--- config.mk ---
export PLATFORM = sky130hd
export DESIGN_NAME = sc2_blitter_flat
export DESIGN_NICKNAME = d
export VERILOG_FILES = /design/src/rtl/sc2_blitter_pkg.sv /design/src/rtl/sc2_blitter_if.sv /design/src/rtl/sc2_blitter_pixel_path.sv /design/src/rtl/sc2_blitter.sv /design/src/flat_wrapper.sv
export SDC_FILE = /design/constraint.sdc
export NUM_CORES = 1
export LEC_CHECK = 0
export BUFFER_PORTS_ARGS = -buffer_cell sky130_fd_sc_hd__buf_2
export CAP_MARGIN = 20
export CELL_PAD_IN_SITES_DETAIL_PLACEMENT = 0
export CELL_PAD_IN_SITES_GLOBAL_PLACEMENT = 1
export CORE_MARGIN = 2
export CORE_UTILIZATION = 30
export CTS_BUF_LIST = sky130_fd_sc_hd__clkbuf_8 sky130_fd_sc_hd__clkbuf_16
export CTS_CLUSTER_SIZE = 12
export DETAILED_ROUTE_END_ITERATION = 6
export GPL_TIMING_DRIVEN = 0
export PLACE_DENSITY = 0.59
export SLEW_MARGIN = 20
export SYNTH_ARGS = -nofsm -noshare
export SYNTH_HDL_FRONTEND = slang
export SYNTH_SLANG_ARGS = --single-unit
--- constraint.sdc ---
create_clock -name clk -period 3.3 [get_ports clk]
set_input_delay 0.33 -clock clk [delete_from_list [all_inputs] [get_ports clk]]
set_output_delay 0.33 -clock clk [all_outputs]
set_load 0.05 [all_outputs]
--- src/rtl/sc2_blitter_pkg.sv ---
// sc2_blitter shared types: FSM states, register map, ctrl bits.
// Also the width/height register encode helper.
package sc2_pkg;

  typedef enum logic [1:0] {
    IDLE,
    WAIT_HALT,
    SRC,
    DST
  } state_t;

  localparam logic [2:0] RS_CTRL   = 3'd0;
  localparam logic [2:0] RS_CONST  = 3'd1;
  localparam logic [2:0] RS_SRC_HI = 3'd2;
  localparam logic [2:0] RS_SRC_LO = 3'd3;
  localparam logic [2:0] RS_DST_HI = 3'd4;
  localparam logic [2:0] RS_DST_LO = 3'd5;
  localparam logic [2:0] RS_WIDTH  = 3'd6;
  localparam logic [2:0] RS_HEIGHT = 3'd7;

  localparam int CB_SUP_UPPER = 7;
  localparam int CB_SUP_LOWER = 6;
  localparam int CB_SHIFT_R   = 5;
  localparam int CB_CONST_SUB = 4;
  localparam int CB_ZERO_SUP  = 3;
  localparam int CB_SYNC_E    = 2;
  localparam int CB_SPAN_DST  = 1;
  localparam int CB_SPAN_SRC  = 0;

  function automatic logic [8:0] size_reg(
    input logic [7:0] d,
    input logic [7:0] x
  );
    return {1'b0, d ^ x};
  endfunction

endpackage

--- src/rtl/sc2_blitter_if.sv ---
// Blitter CPU-register and shared-bus signal bundle.
// master = blitter side, slave = CPU / bus mux side.
interface sc2_blitter_if #(
  parameter int ADDR_W = 16
);
  logic              e_sync;
  logic              reg_cs;
  logic [2:0]        rs;
  logic [7:0]        reg_data_in;
  logic              halt;
  logic              halt_ack;
  logic              blt_ack;
  logic              read;
  logic              write;
  logic [ADDR_W-1:0] blt_address_out;
  logic [7:0]        blt_data_in;
  logic [7:0]        blt_data_out;
  logic              en_upper;
  logic              en_lower;
  logic              blt_done;

  modport master (
    input  e_sync, reg_cs, rs, reg_data_in,
    input  halt_ack, blt_ack, blt_data_in,
    output halt, read, write,
    output blt_address_out, blt_data_out,
    output en_upper, en_lower, blt_done
  );

  modport slave (
    output e_sync, reg_cs, rs, reg_data_in,
    output halt_ack, blt_ack, blt_data_in,
    input  halt, read, write,
    input  blt_address_out, blt_data_out,
    input  en_upper, en_lower, blt_done
  );
endinterface

--- src/rtl/sc2_blitter_pixel_path.sv ---
// Pixel path: nibble shift, constant substitute, write enables.
// In: src byte, prev_nib, ctrl bits, constant, state. Out: data, en_upper/lower.
module blt_pixel_path
  import sc2_pkg::*;
(
  input  logic [7:0] i_src,
  input  logic [3:0] i_prev_nib,
  input  logic       i_sup_upper,
  input  logic       i_sup_lower,
  input  logic       i_shift_right,
  input  logic       i_const_sub,
  input  logic       i_zero_sup,
  input  logic [7:0] i_const,
  input  state_t     i_state,
  output logic [7:0] o_data,
  output logic       o_en_upper,
  output logic       o_en_lower
);

  logic [7:0] w_pix;
  logic       w_z_hi;
  logic       w_z_lo;
  logic       w_dst;

  assign w_pix = i_shift_right ?
    {i_prev_nib, i_src[7:4]} : i_src;

  assign o_data = i_const_sub ? i_const : w_pix;

  // Zero test looks at the pixel even when the constant is written.
  assign w_z_hi = i_zero_sup & (w_pix[7:4] == 4'h0);
  assign w_z_lo = i_zero_sup & (w_pix[3:0] == 4'h0);
  assign w_dst  = (i_state == DST);

  assign o_en_upper = ~w_dst | ~(i_sup_upper | w_z_hi);
  assign o_en_lower = ~w_dst | ~(i_sup_lower | w_z_lo);

endmodule

--- src/rtl/sc2_blitter.sv ---
// Williams SC1/SC2 pixel blitter: halts CPU, copies width x height src->dst.
// Ports: clk, reset_n, bus (sc2_blitter_if.master: regs, halt, bus, done).
module sc2_blitter
  import sc2_pkg::*;
#(
  parameter int         ADDR_W     = 16,
  parameter int         ROW_STRIDE = 256,
  parameter logic [7:0] SIZE_XOR   = 8'h04
) (
  input logic           clk,
  input logic           reset_n,
  sc2_blitter_if.master bus
);

  state_t            r_state;
  logic [7:0]        r_ctrl;
  logic [7:0]        r_const;
  logic [7:0]        r_src_byte;
  logic [15:0]       r_src_base;
  logic [15:0]       r_dst_base;
  logic [8:0]        r_width;
  logic [8:0]        r_height;
  logic [8:0]        r_x;
  logic [8:0]        r_y;
  logic [ADDR_W-1:0] r_src_addr;
  logic [ADDR_W-1:0] r_dst_addr;
  logic [3:0]        r_prev_nib;
  logic              r_halt;
  logic              r_done;

  logic              w_go;
  logic              w_ack;
  logic              w_row_end;
  logic              w_last;
  logic [8:0]        w_x_nxt;
  logic [8:0]        w_y_nxt;
  logic [ADDR_W-1:0] w_stride;
  logic [ADDR_W-1:0] w_one;
  logic [ADDR_W-1:0] w_src_nxt;
  logic [ADDR_W-1:0] w_dst_nxt;

  // With sync_e set the bus is only requested in E-sync clocks.
  assign w_go = ~r_ctrl[CB_SYNC_E] | bus.e_sync;
  assign bus.read  = (r_state == SRC) & w_go;
  assign bus.write = (r_state == DST) & w_go;
  assign w_ack = bus.blt_ack & (bus.read | bus.write);

  assign w_x_nxt   = r_x + 9'd1;
  assign w_y_nxt   = r_y + 9'd1;
  assign w_row_end = (w_x_nxt == r_width);
  assign w_last    = w_row_end & (w_y_nxt == r_height);

  assign w_stride = ADDR_W'(ROW_STRIDE);
  assign w_one    = ADDR_W'(1);

  // Span mode walks a column; a new row restarts at base + row.
  assign w_src_nxt = ~r_ctrl[CB_SPAN_SRC] ? r_src_addr + w_one :
    w_row_end ? ADDR_W'(r_src_base) + ADDR_W'(w_y_nxt) :
    r_src_addr + w_stride;
  assign w_dst_nxt = ~r_ctrl[CB_SPAN_DST] ? r_dst_addr + w_one :
    w_row_end ? ADDR_W'(r_dst_base) + ADDR_W'(w_y_nxt) :
    r_dst_addr + w_stride;

  assign bus.blt_address_out =
    (r_state == DST) ? r_dst_addr : r_src_addr;
  assign bus.halt     = r_halt;
  assign bus.blt_done = r_done;

  blt_pixel_path u_pix (
    .i_src         (r_src_byte),
    .i_prev_nib    (r_prev_nib),
    .i_sup_upper   (r_ctrl[CB_SUP_UPPER]),
    .i_sup_lower   (r_ctrl[CB_SUP_LOWER]),
    .i_shift_right (r_ctrl[CB_SHIFT_R]),
    .i_const_sub   (r_ctrl[CB_CONST_SUB]),
    .i_zero_sup    (r_ctrl[CB_ZERO_SUP]),
    .i_const       (r_const),
    .i_state       (r_state),
    .o_data        (bus.blt_data_out),
    .o_en_upper    (bus.en_upper),
    .o_en_lower    (bus.en_lower)
  );

  always_ff @(posedge clk or negedge reset_n) begin
    if (!reset_n) begin
      r_state    <= IDLE;
      r_ctrl     <= 8'h00;
      r_const    <= 8'hFF;
      r_src_byte <= 8'h00;
      r_src_base <= 16'h0000;
      r_dst_base <= 16'h0000;
      r_width    <= 9'd0;
      r_height   <= 9'd0;
      r_x        <= 9'd0;
      r_y        <= 9'd0;
      r_src_addr <= '0;
      r_dst_addr <= '0;
      r_prev_nib <= 4'h0;
      r_halt     <= 1'b0;
      r_done     <= 1'b0;
    end else begin
      r_done <= 1'b0;
      unique case (r_state)
        IDLE: begin
          if (bus.reg_cs) begin
            unique case (bus.rs)
              RS_CTRL: begin
                r_ctrl <= bus.reg_data_in;
                if (r_width != 9'd0 &&
                    r_height != 9'd0) begin
                  r_state <= WAIT_HALT;
                  r_halt  <= 1'b1;
                end
              end
              RS_CONST:  r_const <= bus.reg_data_in;
              RS_SRC_HI: r_src_base[15:8] <= bus.reg_data_in;
              RS_SRC_LO: r_src_base[7:0] <= bus.reg_data_in;
              RS_DST_HI: r_dst_base[15:8] <= bus.reg_data_in;
              RS_DST_LO: r_dst_base[7:0] <= bus.reg_data_in;
              RS_WIDTH:
                r_width <= size_reg(bus.reg_data_in, SIZE_XOR);
              RS_HEIGHT:
                r_height <= size_reg(bus.reg_data_in, SIZE_XOR);
              default: ;
            endcase
          end
        end
        WAIT_HALT: begin
          if (bus.halt_ack) begin
            r_state    <= SRC;
            r_src_addr <= ADDR_W'(r_src_base);
            r_dst_addr <= ADDR_W'(r_dst_base);
            r_x        <= 9'd0;
            r_y        <= 9'd0;
            r_prev_nib <= 4'h0;
          end
        end
        SRC: begin
          if (w_ack) begin
            r_src_byte <= bus.blt_data_in;
            r_state    <= DST;
          end
        end
        DST: begin
          if (w_ack) begin
            r_src_addr <= w_src_nxt;
            r_dst_addr <= w_dst_nxt;
            if (w_row_end) begin
              r_x        <= 9'd0;
              r_y        <= w_y_nxt;
              r_prev_nib <= 4'h0;
            end else begin
              r_x        <= w_x_nxt;
              r_prev_nib <= r_src_byte[3:0];
            end
            if (w_last) begin
              r_state <= IDLE;
              r_halt  <= 1'b0;
              r_done  <= 1'b1;
            end else begin
              r_state <= SRC;
            end
          end
        end
        default: r_state <= IDLE;
      endcase
    end
  end

endmodule

--- src/flat_wrapper.sv ---
// flat-port wrapper written by rule: the top's interface ports become plain ports
module sc2_blitter_flat import sc2_pkg::*;
#(
  parameter int         ADDR_W     = 16,
  parameter int         ROW_STRIDE = 256,
  parameter logic [7:0] SIZE_XOR   = 8'h04
)
  (clk, reset_n, bus_e_sync, bus_reg_cs, bus_rs, bus_reg_data_in, bus_halt_ack, bus_blt_ack, bus_blt_data_in, bus_halt, bus_read, bus_write, bus_blt_address_out, bus_blt_data_out, bus_en_upper, bus_en_lower, bus_blt_done);
  sc2_blitter_if #(.ADDR_W(ADDR_W)) bus_i ();
  input logic clk;
  input logic reset_n;
  input wire logic [$bits(bus_i.e_sync)-1:0] bus_e_sync;
  input wire logic [$bits(bus_i.reg_cs)-1:0] bus_reg_cs;
  input wire logic [$bits(bus_i.rs)-1:0] bus_rs;
  input wire logic [$bits(bus_i.reg_data_in)-1:0] bus_reg_data_in;
  input wire logic [$bits(bus_i.halt_ack)-1:0] bus_halt_ack;
  input wire logic [$bits(bus_i.blt_ack)-1:0] bus_blt_ack;
  input wire logic [$bits(bus_i.blt_data_in)-1:0] bus_blt_data_in;
  output wire logic [$bits(bus_i.halt)-1:0] bus_halt;
  output wire logic [$bits(bus_i.read)-1:0] bus_read;
  output wire logic [$bits(bus_i.write)-1:0] bus_write;
  output wire logic [$bits(bus_i.blt_address_out)-1:0] bus_blt_address_out;
  output wire logic [$bits(bus_i.blt_data_out)-1:0] bus_blt_data_out;
  output wire logic [$bits(bus_i.en_upper)-1:0] bus_en_upper;
  output wire logic [$bits(bus_i.en_lower)-1:0] bus_en_lower;
  output wire logic [$bits(bus_i.blt_done)-1:0] bus_blt_done;
  assign bus_i.e_sync = bus_e_sync;
  assign bus_i.reg_cs = bus_reg_cs;
  assign bus_i.rs = bus_rs;
  assign bus_i.reg_data_in = bus_reg_data_in;
  assign bus_i.halt_ack = bus_halt_ack;
  assign bus_i.blt_ack = bus_blt_ack;
  assign bus_i.blt_data_in = bus_blt_data_in;
  assign bus_halt = bus_i.halt;
  assign bus_read = bus_i.read;
  assign bus_write = bus_i.write;
  assign bus_blt_address_out = bus_i.blt_address_out;
  assign bus_blt_data_out = bus_i.blt_data_out;
  assign bus_en_upper = bus_i.en_upper;
  assign bus_en_lower = bus_i.en_lower;
  assign bus_blt_done = bus_i.blt_done;
  sc2_blitter #(.ADDR_W(ADDR_W), .ROW_STRIDE(ROW_STRIDE), .SIZE_XOR(SIZE_XOR)) u_core (.clk(clk), .reset_n(reset_n), .bus(bus_i));
endmodule
==> results of run 1 <==
==> placed cells by master, fill, tap and decap left out, types with 11 or more instances in the layout <==
cell / instances
nand3_1: 29
a31oi_1: 11
and3_1: 27
nor3_1: 11
a21oi_1: 33
dfrtp_1: 117
mux2_2: 77
o31ai_1: 13
ha_1: 23
clkbuf_1: 22
o21ai_0: 68
inv_1: 18
nand2_1: 127
xnor2_1: 35
buf_2: 60
nor2_1: 49
mux2i_1: 14
xor2_1: 34
clkbuf_16: 17
==> stage by stage <==
| stage | cell area, µm² | util (%) | std cells | hold WS, ps |
|---|---|---|---|---|
| 6_report | 10320 | 36.05 | 1407 | 132.7 |
| 4_1_cts | 10200 | 35.62 | 1401 | 118.0 |
| 2_1_floorplan | 8682 | - | 930 | 34.41 |
| 5_1_grt | 10320 | 36.05 | 1407 | 133.1 |
| 3_3_place_gp | 9433 | 32.95 | 1368 | 487.4 |
| 3_5_place_dp | 9470 | 33.08 | 1369 | 248.7 |
==> path summary, 6_finish.rpt <==
path	from	endpoint	slack (ps)	cells after the start
worst max-delay path	u_core.r_state[1]	bus_blt_address_out[9]	150	7
worst min-delay path	bus_blt_data_in[3]	u_core.r_src_byte[3]	130	2
worst max register to register	u_core.r_y[0]	u_core.r_src_addr[9]	190	12
worst min register to register	u_core.bus.halt	u_core.bus.halt	510	2
max in group asynchronous	reset_n	u_core.r_y[1]	2120	3
min in group asynchronous	reset_n	u_core.r_dst_addr[1]	380	2
==> report_power, final <==
part / switching [µW] / leakage (µW) / total (µW) / internal (µW)
clock: 795 / 0.000320 / 2150 / 1350
combinational: 1540 / 0.00263 / 2380 / 840
sequential: 309 / 0.00163 / 2120 / 1810
total: 2640 / 0.00458 / 6640 / 4000
==> timing repair <==
action | in CTS | in global routing
gates resized for setup | 14 | 25
hold endpoints to repair | 39 | 0
hold buffers | 1 | 0
pin swaps | 1 | 3
setup endpoints to repair | 27 | 28
buffers inserted | 1 | 7
cloned | 0 | 0
==> worst max-delay path: stages, from the launching register on <==
cell and delay [ps]:
dfrtp_1 360, clkbuf_1 480, nand2_2 330, clkdlybuf4s15_2 480
clkbuf_2 300, nand2_1 120, nand2_1 90, buf_2 230
==> flip-flops by register name (all words and copies together) (netlist names), 2 cells and up <==
name	cells
u_core.r_prev_nib	4
u_core.r_src_base	16
u_core.r_dst_addr	16
u_core.r_x	9
u_core.r_height	8
u_core.r_y	9
u_core.r_dst_base	16
u_core.r_src_byte	8
u_core.r_src_addr	16
u_core.r_width	8
u_core.r_state	2
u_core.r_ctrl	8
u_core.r_const	8
==> kinds of logic after synthesis <==
| kind of cell | Yosys count | share of synthesized area [%] |
|---|---|---|
| AOI/OAI and AO/OA | 235 | 18.59 |
| adders and majority gates | 28 | 4.208 |
| and+or+nand+nor | 308 | 17.25 |
| muxes | 92 | 11.73 |
| buffers and inverters | 63 | 3.170 |
| xor gates and xnor gates | 74 | 7.465 |
| DFF | 130 | 37.58 |
==> final cells by class <==
class                      count  area (µm²)
buffer                        43       214.0
clock buffer                  17       425.4
clock inverter                15       231.5
fill                        2987       18310
inverter                      17       63.81
multi-input combinational    737        5258
sequential                   130        3269
tap                          384       480.5
timing repair buffer          64       377.9
==> metal layers <==
| metal | track usage (%) | part of all wire [%] | vias up |
|---|---|---|---|
| met2 | 31.44 | 46 | 205 |
| met3 | 3.434 | 4.6 | 34 |
| met1 | 28.27 | 48 | 3747 |
| li1 | - | - | 3573 |
| met5 | 0 | 0.091 | - |
| met4 | 4.342 | 1.3 | 4 |
==> reports/metrics.cfg, run 1 <==
[run_status]
outcome = finished clean

[yosys]
netlist_instances = 930
ys_ff_latch = 130
yosysMostFrequentCell = nand2_1
synth_area_per_cell_um2 = 9.336
ys_top_cells_by_area = dfrtp_1 35%, mux2_2 10%, nand2_1 5.5%, xnor2_1 3.9%, o21ai_0 3.9%
synthTopCellsByCount = 128 x nand2_1, 122 x dfrtp_1, 77 x mux2_2
synthArstFlopShare_pct = 100.0
yosysWarnings = 0
synthesis.area_mm2 = 0.008682
synth_top_area_share_pct = 35.16
synth-seq-area-share_pct = 37.58
synth_edf_count = 0
syn_nets = 983
yosysUniqueCellTypes = 75
yosysTopAreaCell = dfrtp_1
ys.flop_type = dfrtp_1

[worst_setup_path]
critPathMaxFanout = 11
critical_path_required_ps = 2970
critPathLaunchType = register
arrival_ps = 2820
worst_setup_path_end_kind = output pin
worst-setup-path-type = register to output pin

[route]
drt-initial-drc-count = 622
routed_wl_um = 29650
ant_nets = 0
first_pass_iters = 7
via_per_inst = 5.375
wl_per_cell_um = 21.07
routed-via-count = 7563
post-route-drc-count = 0

[floorplanning]
die_area_mm2 = 0.03032
die_w_um = 174.1
core_mm2 = 0.02863
io_pins = 55
initial_core_util_pct = 30.33
rows = 62
die_h_um = 174.1

[cts]
cts.sink_count = 130
cts_root_buf = clkbuf_16
numCtsBuffers = 17
clk_latency_ps = 420
clkTransAtPathRegs_ps = 60
cts_max_path_buffers = 2
htree_levels = 4
cts_tree = yes

[finish]
antenna_cells = 0
nets = 1063
drive_gt1_share_pct = 23.17
area_growth_pct = 18.86

[grt]
grt_overflow = 0
grt_pass1_vias = 7273
grt_start_max_net_pins = 92
grtUsageTotal_pct = 19.82
antenna_found_initial = 2
grt_pass1_wl_um = 45450

[timing]
fin_skew_ps = 11.83
max_freq_ghz = 0.3179
drv_slew = 0
fin_setup_tns_ps = 0
setup_ws_ps = 154.0
finalHoldViolations = 0
max-slew-margin-rel_pct = 36.47
period_minus_slack_ps = 3146
tightest_slew_ps = 945.6
finalSetupViolations = 0
min_period_over_period_pct = 95.33
rsz0062_at_grt = true

[pwr]
power_density_mw_per_mm2 = 643.9
p_total_uw = 6645
p_leak_uw = 0.004575
ir_worst_vdd_mv = 0.2884

[run]
max_cap_viol_count = 0

[placement]
dpl_worst_slack_ps = -624.3
port_buffers = 54
place_congestion = 0.8095
dp_hpwl_um = 21730

[hold_path]
hp-class = input pin to register

Power figures use the tool's default switching activity.
==> run 2, diff against run 1 <==
--- a/config.mk
+++ b/config.mk
@@ -10,12 +10,12 @@
 export CELL_PAD_IN_SITES_DETAIL_PLACEMENT = 0
 export CELL_PAD_IN_SITES_GLOBAL_PLACEMENT = 1
 export CORE_MARGIN = 2
-export CORE_UTILIZATION = 30
+export CORE_UTILIZATION = 28
 export CTS_BUF_LIST = sky130_fd_sc_hd__clkbuf_8 sky130_fd_sc_hd__clkbuf_16
 export CTS_CLUSTER_SIZE = 12
 export DETAILED_ROUTE_END_ITERATION = 6
 export GPL_TIMING_DRIVEN = 0
-export PLACE_DENSITY = 0.59
+export PLACE_DENSITY = 0.56
 export SLEW_MARGIN = 20
 export SYNTH_ARGS = -nofsm -noshare
 export SYNTH_HDL_FRONTEND = slang
==> run 2 against run 1 <==
First-iteration DRC count down 8.7%. Design area down 0.80%. Via count down 1.6%. Sequential cell count unchanged.
==> reports/metrics.cfg, run 2 (synthesis gave the netlist of run 1 again) <==
[run_status]
outcome = finished clean

[timing]
period_minus_slack_ps = 3130
finalHoldViolations = 0
max-slew-margin-rel_pct = 35.59
tightest_slew_ps = 958.8
holdWs_ps = 126.3
setup_ws_ps = 169.5
max_freq_ghz = 0.3194
rsz0062_at_grt = true
drv_slew = 0
finalSetupViolations = 0
fin_skew_ps = 13.80
min_period_over_period_pct = 94.86

[route]
first_pass_iters = 6
drt-initial-drc-count = 568
post-route-drc-count = 0
via_per_inst = 5.251
routed_wl_um = 30050
routed-via-count = 7440
ant_nets = 0
wl_per_cell_um = 21.21

[pwr]
p_total_uw = 6452
ir_worst_vdd_mv = 0.2873
p_leak_uw = 0.004534
power_density_mw_per_mm2 = 630.2

[cts]
cts_max_path_buffers = 2
clk_latency_ps = 430
htree_levels = 4
clkTransAtPathRegs_ps = 70
numCtsBuffers = 17
cts_tree = yes
cts_root_buf = clkbuf_16
cts.sink_count = 130

[grt]
grtUsageTotal_pct = 18.86
grt_pass1_vias = 7563
grt_start_max_net_pins = 76
grt_overflow = 0
top_usage_layer = met2
gr-usage-met2_pct = 30.88
antenna_found_initial = 3
met3_usage_pct = 3.476
grtUsageMet1_pct = 26.03
grt_pass1_wl_um = 46820

[placement]
place_congestion = 0.8139
port_buffers = 54
dp_hpwl_um = 22290
dp_cells = 1381
place_area_mm2 = 0.009485
dpl_worst_slack_ps = -521.4

[floorplanning]
die_w_um = 180.1
die_h_um = 180.1
die_area_mm2 = 0.03243
initial_core_util_pct = 28.38
io_pins = 55
core_mm2 = 0.03059
rows = 64

[finish]
drive_gt1_share_pct = 22.77
finalNonFillerCells = 1417
final_cell_mix = 127 x nand2_1, 117 x dfrtp_1, 77 x mux2_2
fillers = 3276
seq_area_mm2 = 0.003269
design_area_mm2 = 0.01024
multi_input_area_mm2 = 0.005248
nets = 1059
area_growth_pct = 17.91
layout_commonest_cell = nand2_1

[worst_setup_path]
critical_path_required_ps = 3630
cpMaxStageDelayCell = dfrtp_2
critPathLaunchType = register
worst_setup_path_end_kind = register
slowest_delay_ps = 460
worst-setup-path-type = register to register
arrival_ps = 3460
critPathMaxFanout = 7
crit_chain = nand3_2 -> or3_1 -> clkbuf_1 -> xnor2_2 -> ha_1 -> a21boi_0 -> a21boi_2 -> o21a_2 -> o21ai_0 -> or3b_1 -> a41oi_1

[run]
max_cap_viol_count = 0

[hold_path]
hp-class = input pin to register

-- run 2: cell types whose count changed in the layout (fill, tap and decap cells not counted), sizes merged --
cell           previous run  this run
clkbuf                   44        43
clkdlybuf4s15             1         0
diode                     0         2
buf                      78        76
inv                      21        26
bufinv                    5         2
clkinv                    5         2
clkinvlp                  1         2
-- run 2: layer usage --
layer / routed length, µm / vias up
met1: 14490 / 3678
met2: 13760 / 180
met3: 1446 / 21
li1: - / 3561
met4: 349 / 0
met5: 0 / -
-- run 2: critical path, delay by kind of cell (launching register included) --
family,cells,cell delay (ps)
compound gates,5,920
simple gates,3,890
flops,1,460
fa+ha+maj,1,310
xor+xnor,1,270
buf+inv,1,180
-- run 2: path summary, 6_finish.rpt --
check                                       end                from  cells after the start  slack [ps]
setup / recovery           u_core.r_src_addr[9]       u_core.r_y[2]                     11         170
setup reg to reg           u_core.r_src_addr[9]       u_core.r_y[2]                     11         170
hold / removal             u_core.r_src_byte[3]  bus_blt_data_in[3]                      2         130
max in group asynchronous     u_core.r_const[4]             reset_n                      3        2100
hold reg to reg                 u_core.bus.halt     u_core.bus.halt                      2         510
min in group asynchronous  u_core.r_dst_addr[2]             reset_n                      2         440
-- run 2: layout make-up --
type | instances | share of cell area (%)
multi-input combinational | 737 | 51.26
sequential | 130 | 31.94
tap | 396 | 4.840
clock buffer | 17 | 4.155
timing repair buffer | 61 | 3.471
buffer | 42 | 1.992
clock inverter | 15 | 1.674
inverter | 17 | 0.6233
antenna | 2 | 0.04889
-- run 2: report_power, final --
part	switching (µW)	total (µW)	internal, µW	leakage [µW]
clock	834	1970	1140	0.000291
sequential	299	2110	1810	0.00163
combinational	1550	2370	825	0.00262
total	2680	6450	3770	0.00453
-- run 2: per-stage QoR --
step,setup TNS (ps),utilization [%]
6_report,0,33.47
5_1_grt,-1.818,33.45
4_1_cts,0,33.28
3_5_place_dp,-2698,31.01
3_3_place_gp,-28970,30.89
2_1_floorplan,0,-
-- run 2: what timing repair did --
action / CTS / global route
gates resized for setup: 17 / 18
buffers inserted: 3 / 2
pin swaps: 3 / 1
endpoints found under the setup margin: 27 / 18
hold endpoints to repair: 53 / 0
hold buffers: 1 / 0
gates cloned: 0 / 0
